## config.mk

```make
export PLATFORM = sky130hd
export DESIGN_NAME = load_store_unit
export DESIGN_NICKNAME = d
export VERILOG_FILES = /design/src/rtl/load_store_unit.sv
export SDC_FILE = /design/constraint.sdc
export NUM_CORES = 1
export LEC_CHECK = 0
export CAP_MARGIN = 0
export CORE_AREA = 4 4 112 114
export DETAILED_ROUTE_END_ITERATION = 12
export DIE_AREA = 0 0 116 118
export PLACE_DENSITY_LB_ADDON = 0.15
export SETUP_SLACK_MARGIN = 0.5
export SYNTH_ARGS = -nofsm -noshare
export SYNTH_HDL_FRONTEND = slang
export SYNTH_SLANG_ARGS = --single-unit
```

## constraint.sdc

```tcl
create_clock -name clk -period 6.2 [get_ports clk]
set_input_delay 1.86 -clock clk [delete_from_list [all_inputs] [get_ports clk]]
set_output_delay 1.86 -clock clk [all_outputs]
set_load 0.01 [all_outputs]
```

## src/rtl/load_store_unit.sv

```systemverilog
// Load/store unit: single-outstanding data-memory port with request, grant and
// response handshakes. Loads are aligned and extended for writeback. Stores get
// byte strobes and lane-replicated data. Misaligned or reserved accesses
// raise a fault and are not issued.
module load_store_unit (
    input  logic        clk,
    input  logic        reset,
    input  logic        ex_valid,
    input  logic        is_load,
    input  logic        is_store,
    input  logic [2:0]  funct3,
    input  logic [31:0] addr,
    input  logic [31:0] store_data,
    output logic        stall,
    output logic        wb_valid,
    output logic [31:0] wb_data,
    output logic        fault,
    output logic        mem_req,
    output logic        mem_we,
    output logic [31:0] mem_addr,
    output logic [3:0]  mem_wstrb,
    output logic [31:0] mem_wdata,
    input  logic        mem_gnt,
    input  logic        mem_rvalid,
    input  logic [31:0] mem_rdata
);

    typedef enum logic [1:0] {S_IDLE, S_REQ, S_WAIT, S_DONE} state_t;

    state_t      r_state;
    state_t      w_next;
    logic [29:0] r_word;
    logic [1:0]  r_off;
    logic [2:0]  r_funct3;
    logic        r_store;
    logic [3:0]  r_wstrb;
    logic [31:0] r_wdata;
    logic [31:0] r_wb_data;

    logic        w_accept;
    logic        w_f3_ok;
    logic        w_misaligned;
    logic        w_legal;
    logic [3:0]  w_strb;
    logic [31:0] w_wdata;
    logic [31:0] w_shift;
    logic [31:0] w_ext;

    assign wb_data = r_wb_data;

    // Decode the incoming instruction: legality, strobes and replicated store data.
    always_comb begin
        w_accept = (r_state == S_IDLE) & ex_valid & (is_load | is_store);
        case (funct3)
            3'b000, 3'b001, 3'b010: w_f3_ok = 1'b1;
            3'b100, 3'b101:         w_f3_ok = is_load;
            default:                w_f3_ok = 1'b0;
        endcase
        w_misaligned = ((funct3[1:0] == 2'b01) & addr[0]) |
                       ((funct3[1:0] == 2'b10) & (addr[1:0] != 2'b00));
        w_legal = w_f3_ok & ~w_misaligned;
        case (funct3[1:0])
            2'b00: begin
                w_strb  = 4'b0001 << addr[1:0];
                w_wdata = {4{store_data[7:0]}};
            end
            2'b01: begin
                w_strb  = 4'b0011 << addr[1:0];
                w_wdata = {2{store_data[15:0]}};
            end
            default: begin
                w_strb  = 4'b1111;
                w_wdata = store_data;
            end
        endcase
    end

    // Select the addressed byte/half of the returned word and extend it.
    // Halfword offsets are always 0 or 2, so one byte-granular shift serves both sizes.
    always_comb begin
        w_shift = mem_rdata >> {r_off, 3'b000};
        case (r_funct3)
            3'b000:  w_ext = {{24{w_shift[7]}}, w_shift[7:0]};
            3'b001:  w_ext = {{16{w_shift[15]}}, w_shift[15:0]};
            3'b100:  w_ext = {24'd0, w_shift[7:0]};
            3'b101:  w_ext = {16'd0, w_shift[15:0]};
            default: w_ext = w_shift;
        endcase
    end

    // Next-state and output decode; memory request fields are driven only in REQ.
    always_comb begin
        w_next    = r_state;
        stall     = 1'b0;
        wb_valid  = 1'b0;
        fault     = 1'b0;
        mem_req   = 1'b0;
        mem_we    = 1'b0;
        mem_addr  = '0;
        mem_wstrb = '0;
        mem_wdata = '0;
        case (r_state)
            S_IDLE: begin
                if (w_accept) begin
                    if (w_legal) begin
                        stall  = 1'b1;
                        w_next = S_REQ;
                    end else begin
                        fault = 1'b1;
                    end
                end
            end
            S_REQ: begin
                mem_req   = 1'b1;
                mem_we    = r_store;
                mem_addr  = {r_word, 2'b00};
                mem_wstrb = r_wstrb;
                mem_wdata = r_wdata;
                stall     = ~(r_store & mem_gnt);
                if (mem_gnt) begin
                    w_next = r_store ? S_IDLE : S_WAIT;
                end
            end
            S_WAIT: begin
                stall = 1'b1;
                if (mem_rvalid) begin
                    w_next = S_DONE;
                end
            end
            S_DONE: begin
                wb_valid = 1'b1;
                w_next   = S_IDLE;
            end
            default: w_next = S_IDLE;
        endcase
    end

    // State register, request capture on legal accept, and load result capture.
    always_ff @(posedge clk) begin
        if (reset) begin
            r_state   <= S_IDLE;
            r_word    <= '0;
            r_off     <= '0;
            r_funct3  <= '0;
            r_store   <= 1'b0;
            r_wstrb   <= '0;
            r_wdata   <= '0;
            r_wb_data <= '0;
        end else begin
            r_state <= w_next;
            if (w_accept & w_legal) begin
                r_word   <= addr[31:2];
                r_off    <= addr[1:0];
                r_funct3 <= funct3;
                r_store  <= is_store;
                r_wstrb  <= is_store ? w_strb : 4'b0000;
                r_wdata  <= w_wdata;
            end
            if ((r_state == S_WAIT) & mem_rvalid) begin
                r_wb_data <= w_ext;
            end
        end
    end

endmodule

```

* Word-level counts from Yosys, hierarchy flattened
Cells that the tools add are included.
Word-level totals: register bits 106, input port bits 106, logic and storage cells 70
Cells by class: equal/unequal tests 16, shifts and indexed selects 3, mux-type cells 23, bitwise operators 12, reductions and logical operators 8
Operator list (number):
- $pmux W32 S4 | 1
- $mux W32 | 2
- $pmux W32 S2 | 1
- $shr A32 B5 Y32 | 1
- $eq A3 B3 Y1 const B | 4
- $mux W2 | 5
- $and A1 B1 Y1 | 8
- $mux W1 | 8
- $mux W4 | 2
- $ne A2 B2 Y1 const B | 4
- $pmux W2 S4 | 1
- $pmux W4 S2 | 1
- $eq A2 B2 Y1 const B | 3
- $eq A3 B1 Y1 const B | 2
- $logic_not A3 Y1 | 2
- $eq A2 B1 Y1 const B | 2
- $logic_not A2 Y1 | 2
- $reduce_and A4 Y1 | 1
- $shl A1 B2 Y4 const A | 1
- $shl A2 B2 Y4 const A | 1
- $eq A3 B2 Y1 const B | 1
- $pmux W1 S3 | 1
- $reduce_or A3 Y1 | 1
- $not A1 Y1 | 2
- 4 further kinds | 5

* Depth between registers and ports, before layout
Gate-level depths: netlist of run 1.
depth after elaboration 8, mapped depth 7

* Least setup slack after synthesis of run 1
OpenSTA, ideal clock, no wires.
path type input to output, start in addr[0], end out fault, arrival 2.805 ns, slack 1.535 ns, stages 6, path buffers 3, path through buf_2 nor4_2 a21o_1 buf_2 buf_2 nor2_1
On the way: cells in the longest elaborated chain, start to end 8, elaborated cells on any way between the ends 9, those cells by class 3 x mux; 5 x bitwise; 1 x reduce/logical
RTL lines:
- start, declared | RTL line 12 | input logic [31:0] addr,
- $reduce_bool A2 Y1 | RTL line 60 | ((funct3[1:0] == 2'b10) & (addr[1:0] != 2'b00));
- $and A1 B1 Y1 | RTL line 60
- $or A1 B1 Y1 * | RTL line 59 | w_misaligned = ((funct3[1:0] == 2'b01) & addr[0]) |
- $not A1 Y1 * | RTL line 61 | w_legal = w_f3_ok & ~w_misaligned;
- $and A1 B1 Y1 * | RTL line 61
- $mux W1 * | RTL line 105 | if (w_legal) begin
- $mux W1 * | RTL line 104 | if (w_accept) begin
- $mux W1 * | RTL line 102 | case (r_state)
- end, declared | RTL line 17 | output logic fault,
Mark *: on every way between the ends. The rest lies on a longest branch, timed or not.

* Worst setup path after layout of run 1
start in addr[1], end out stall
On the way: cells in the longest elaborated chain, start to end 8
RTL lines:
- $reduce_bool A2 Y1 | RTL line 60
- $and A1 B1 Y1 | RTL line 60
- $or A1 B1 Y1 | RTL line 59
- $not A1 Y1 | RTL line 61
- $and A1 B1 Y1 | RTL line 61
- $mux W1 | RTL line 105
- $mux W1 | RTL line 104
- $pmux W1 S3 | RTL line 102
- end, declared | RTL line 14 | output logic stall,
Every way passes these cells.

==> run metrics, run 1 <==
multi-input logic area=about 3000 sq um; # fillers=about 950; share of the synthesized area in the top cell type=39.2%; htree depth=3; area of the core=about 11000 sq um; critical path startpoint category=input pin; CTS root buffer=clkbuf_16; Setup Buffers After CTS=0; Synth Register Bits=106; required time worst endpoint=4.34 ns; Hold Fails Final Rpt=0; Post-synth EDFFs=0; R2R Setup Slk=3.50 ns; Antenna diodes=0; share of post-route cells with drive strength above 1=7.45%; first-pass GRT wire length=27600 microns; status=complete, no violations; CP peak stage delay=between 0.5 and 0.6 ns; crit-path cells=clkdlybuf4s50_1 > nor4_4 > a21o_2 > nand2_1 > nand2_1 > clkdlybuf4s50_1; Cells after Synth=671; max-cap violations=0; ys async rst share=0%; Worst Path Arrival=approximately 3.7 ns; CTS tree=yes; Initial Util=a little under half; row count=39; NumNets Final=933; Initial DRC Count=585; register area share after synthesis=39.2%; Reg area=about 2100 sq um; cell taking the most area after synthesis=dfxtp_1; crit-path max FO=7; part of the cycle the worst path needs=around 90%; Worst path slowest cell=clkdlybuf4s50_1; Via density=5.74; Final setup viols=0; 1st-pass router iterations=5; Synth-to-Final Area Change=44.4%; Hold Crit Class=reg2reg; critical path class=in2out; CTS buffer count=9; Total Wirelength=~18000 microns; Syn Area/Cell=8.06 sq um; worst-margin pin slew=1.27 ns; Vias=5599; # clock sinks=between 100 and 150; Leakage=2.62 nW; hold_buf cts=0; Max clock buf depth=2; cell family with most CP delay=buffers and inverters; critical path endpoint category=output port; grt ovf=0; Min Clock Period, post-route=about 5.6 ns; Worst Clk Skew=0.00641 ns; Die Span Y=around 120 microns; die area=13700 sq um; most frequent cells after synthesis=106 x dfxtp_1, 93 x a21oi_1, 70 x and2_1, 64 x o21ai_0, 53 x nand2_1; clk slew on worst S/H paths=roughly 0.060 ns; Max VDD drop=116 uV; Synth cell types=39; Die Width=between 100 and 150 microns; I/O pins=211; Rel. slew slack=between 15 and 20%; Crit path buffers/inverters=2; routed length per instance=18.1 microns; Routability Congestion=~0.95; Total Power=1.65 mW; # port buffers=208; RSZ-0062 raised after global routing=no; DRC viols=0; setup TNS=0 ns; Slew Limit Fails=0; pin count of the biggest net entering global routing=72; initial antenna violation count=0; top cells by area, synth=dfxtp_1 39%, a21oi_1 8.6%, and2_1 8.1%, o21ai_0 5.9%, mux2i_1 4.4%; DP HPWL=about 12000 microns; FMAX=between 150 and 200 MHz; Tot GR Track Use=25.0%; vias in the first global route=5296; most common cell in the netlist=dfxtp_1; PwrDens=roughly 210 nW/um^2; Clock Latency Late Sink=approximately 0.35 ns; Synth Flop Type=dfxtp_1; Yosys warnings=0; Antenna Nets Post-Route=0; Cell Area, Synth=5410 sq um
## metrics by stage
stage	area (sq um)	worst slack (ns)	cells	util [%]	hold slack, ns
2_1_floorplan	5410	1.54	672	-	0.438
3_3_place_gp	7440	0.631	959	65.1	0.447
3_5_place_dp	7440	0.562	959	65.1	0.448
4_1_cts	7790	0.551	975	68.2	0.458
5_1_grt	7810	0.516	975	68.4	0.481
6_report	7810	0.598	975	68.4	0.460
## worst register-to-register path: cells and delay by family (launching register included)
family / cells / cell delay [ns]
AO/OA/AOI/OAI: 2 / 0.69
flip-flops: 1 / 0.96
multiplexers: 1 / 0.65
AND/OR/NAND/NOR: 1 / 0.26
## state kept, by name, summed over array words and instances, names as in the netlist, named ones only
name      flops
r_store       1
r_wdata      32
r_state       1
wb_data      32
r_wstrb       4
r_off         2
r_funct3      3
r_word       30
## cell families (layout without fill, tap and decap cells)
group,count (synthesis),count (layout),share of synthesized area (%)
buffers and inverters,76,236,6.11
other,1,2,0.0693
and+or+nand+nor,224,224,20.9
DFF,106,106,39.2
AOI/OAI and AO/OA,224,224,25.7
muxes,40,40,7.98
## cell usage in the layout, fill, tap and decap left out, drive strengths merged
cell type,instances
nor3,8
a21o,2
o2bb2ai,7
mux4,1
o21ai,65
and2,70
mux2,15
o31ai,1
dlymetal6s2s,1
o2111ai,10
o211a,1
or2,2
inv,2
nand3,46
o211ai,8
nor4,1
a211oi,25
buf,10
a311oi,9
nand2,53
a21oi,93
bufinv,3
clkdlybuf4s50,206
nor2,33
conb,2
nand3b,1
nand2b,5
nor2b,5
clkbuf,12
mux2i,24
clkinvlp,1
clkinv,1
dfxtp,106
a31oi,3
## what timing repair did
action / 4_1_cts / 5_1_grt
setup endpoints to repair: 0 / 1
hold endpoints to repair: 0 / 0
gates resized for setup: 0 / 3
## final timing paths
| path | startpoint | depth (start not counted) | end |
|---|---|---|---|
| worst max-delay path | addr[1] | 6 | stall |
| worst min-delay path | wb_data[5] | 2 | wb_data[5] |
| worst max register to register | r_off[1] | 4 | wb_data[17] |
| worst min register to register | wb_data[5] | 2 | wb_data[5] |
## power breakdown
group          internal [mW]  switching [mW]
clock                  0.417           0.245
combinational          0.126           0.144
sequential             0.707          0.0151
total                   1.25           0.405
## layout make-up
cell class	instances	share of cell area, %
multi-input combinational	490	38.3
timing repair buffer	217	27.5
sequential	106	27.2
clock buffer	12	3.29
tap	143	2.29
clock inverter	4	1.25
inverter	3	0.144
## routing by layer
metal  wire, microns  up-vias  GRT usage (%)
met1            7260     2641           32.9
met5               0        -              0
met4             436        0           9.06
met2            8510      255           40.4
met3            1490       28           4.83
li1                -     2675              -
No activity file was read; power rests on OpenSTA's default activity.
==> run 2: changes to the inputs <==
--- a/config.mk
+++ b/config.mk
@@ -5,10 +5,11 @@
 export SDC_FILE = /design/constraint.sdc
 export NUM_CORES = 1
 export LEC_CHECK = 0
+export ABC_AREA = 1
 export CAP_MARGIN = 0
-export CORE_AREA = 4 4 112 114
+export CORE_AREA = 4 4 114 116
 export DETAILED_ROUTE_END_ITERATION = 12
-export DIE_AREA = 0 0 116 118
+export DIE_AREA = 0 0 118 120
 export PLACE_DENSITY_LB_ADDON = 0.15
 export SETUP_SLACK_MARGIN = 0.5
 export SYNTH_ARGS = -nofsm -noshare
==> run 2 against run 1 <==
Sequential power grew 12%. Count of clock-buffer cells in the layout unchanged. Wire length shrank 7.0%. Worst setup slack gained 0.20 ns. Core utilization down 2.1 points. Maximum frequency is 3.8% higher. Global-route usage shrank 1.9 points. Synthesized cell count is 32% higher. Clock power is 6.6% lower. Area after synthesis is 3.7% higher. Critical path type unchanged. Critical endpoint is now fault. Largest power group unchanged.
==> run metrics, run 2 <==
status=complete, no violations; crit-path max FO=12; most common cell after layout, fill and taps aside=nand2_1; # placed instances=1193; Die Span Y=roughly 120 microns; Antenna diodes=0; largest family of logic cells by synthesized area=simple AND/OR/NAND/NOR gates; multi-input logic area=2660 sq um; PwrDens=roughly 270 nW/um^2; hold_buf cts=0; critical path class=in2out; # port buffers=between 200 and 250; 1st-pass router iterations=5; RSZ-0062 raised after global routing=no; CTS root buffer=clkbuf_16; Slew Limit Fails=0; max-cap violations=0; Max VDD drop=197 uV; most frequent cells after synthesis=293 x nand2_1, 125 x inv_1, 106 x dfxtp_1, 95 x a21oi_1, 86 x nor2_1; Layout Cells excl Fill=~1200; post-cts repair resize count=0; Worst Path Arrival=3.54 ns; Synth cell types=27; Synth Area in XOR/XNOR=0%; Via density=4.92; post-synthesis compound-gate area fraction=16.4%; top cells by area, synth=dfxtp_1 38%, nand2_1 20%, a21oi_1 8.5%, inv_1 8.4%, nor2_1 5.8%; # clock sinks=106; vias in the first global route=roughly 5500; Final setup viols=0; area of the core=~12000 sq um; cell taking the most area after synthesis=dfxtp_1; Reg area=approximately 2100 sq um; clk slew on worst S/H paths=0.07 ns; Worst Clk Skew=0.00906 ns; Synth-to-Final Area Change=40.8%; Max clock buf depth=2; die area=approximately 14000 sq um; Post-Synth Adder-Cell Area=0%; Initial Util=about 47%; critical path endpoint category=output port; initial antenna violation count=0; register area share after synthesis=approximately 38%; pin count of the biggest net entering global routing=74; NumNets Final=1163; I/O pins=211; Total Wirelength=between 15000 and 20000 microns; FMAX=185 MHz; critical path startpoint category=input pin; CTS tree=yes; Die Width=~120 microns; Final Util=66.3%; worst-margin pin slew=1.02 ns; routed length per instance=between 10 and 15 microns; # fillers=approximately 1100; Initial DRC Count=470; Syn Area/Cell=6.31 sq um; setup TNS=0 ns; Post-synth EDFFs=0; DP HPWL=11500 microns; Antenna Nets Post-Route=0; row count=40; Synth Register Bits=106; Simple-Gate Fraction of Synth Area=30.8%; Hold Fails Final Rpt=0; CTS buffer count=9; Synth Flop Type=dfxtp_1; Vias=between 5000 and 6000; Setup Buffers After CTS=0; mux cell area share after synthesis=0%; Leakage=about 3.2 nW; required time worst endpoint=roughly 4.3 ns; ys async rst share=0%; grt ovf=0; most common cell in the netlist=nand2_1; Routability Congestion=0.882; most frequent cells in the layout=293 x nand2_1, 207 x clkdlybuf4s50_1, 125 x inv_1; htree depth=3; DRC viols=0; Rel. slew slack=between 30% and 40%; share of post-route cells with drive strength above 1=under 10%; first-pass GRT wire length=27000 microns; Tot GR Track Use=23.1%; Hold Crit Class=reg2reg; Yosys warnings=0; Clock Latency Late Sink=0.35 ns; Cells after Synth=889; Cell Area, Synth=5610 sq um; share of the synthesized area in the top cell type=between 30 and 40%; Min Clock Period, post-route=roughly 5.4 ns; part of the cycle the worst path needs=around 87%
## run 2: metal layers
metal	vias up	GRT usage [%]	part of all wire (%)
met2	201	37.5	46
met4	0	7.18	2.1
li1	3072	-	-
met1	2651	28.6	43
met3	24	8.58	8.7
met5	-	0	0
## run 2: path summary, 6_finish.rpt
kind	to	slack, ns	depth (start not counted)	start
setup / recovery	fault	0.80	7	funct3[1]
hold reg to reg	r_wdata[4]	0.46	2	r_wdata[4]
hold / removal	r_wdata[4]	0.46	2	r_wdata[4]
setup reg to reg	wb_data[17]	3.16	7	r_off[0]
## run 2: area by class of cell
| cell class | instances | area share [%] |
|---|---|---|
| flip-flops and latches | 106 | 26.9 |
| well taps | 147 | 2.33 |
| repair buffers | 214 | 26.9 |
| clock inverters | 4 | 0.935 |
| clock buffers | 12 | 3.12 |
| inverters | 130 | 6.20 |
| multi-input cells | 596 | 33.7 |
## run 2: kinds of logic after synthesis
group / after synthesis
AOI/OAI and AO/OA: 161
DFF: 106
other: 1
and+or+nand+nor: 433
buffers and inverters: 188
## run 2: per-stage QoR
| step | hold WS [ns] | setup slack, ns | area, sq um | total power, mW |
|---|---|---|---|---|
| 2_1_floorplan | 0.443 | 1.70 | 5610 | 1.24 |
| 3_3_place_gp | 0.452 | 0.837 | 7570 | 1.50 |
| 3_5_place_dp | 0.455 | 0.799 | 7570 | 1.50 |
| 4_1_cts | 0.466 | 0.797 | 7890 | 2.12 |
| 5_1_grt | 0.481 | 0.730 | 7890 | 2.23 |
| 6_report | 0.464 | 0.800 | 7890 | 2.10 |
## run 2: where the power goes
group	internal, mW	switching, mW	total (mW)
registers	0.760	0.0499	0.810
logic	0.289	0.384	0.674
clock network	0.366	0.252	0.618
total	1.42	0.686	2.10
## run 2: worst max-delay path: stages
cell             delay, ns
clkdlybuf4s50_1       0.43
inv_2                 0.21
nand2_4               0.13
inv_2                 0.10
nand2_2               0.08
a21oi_1               0.17
clkdlybuf4s50_1       0.56
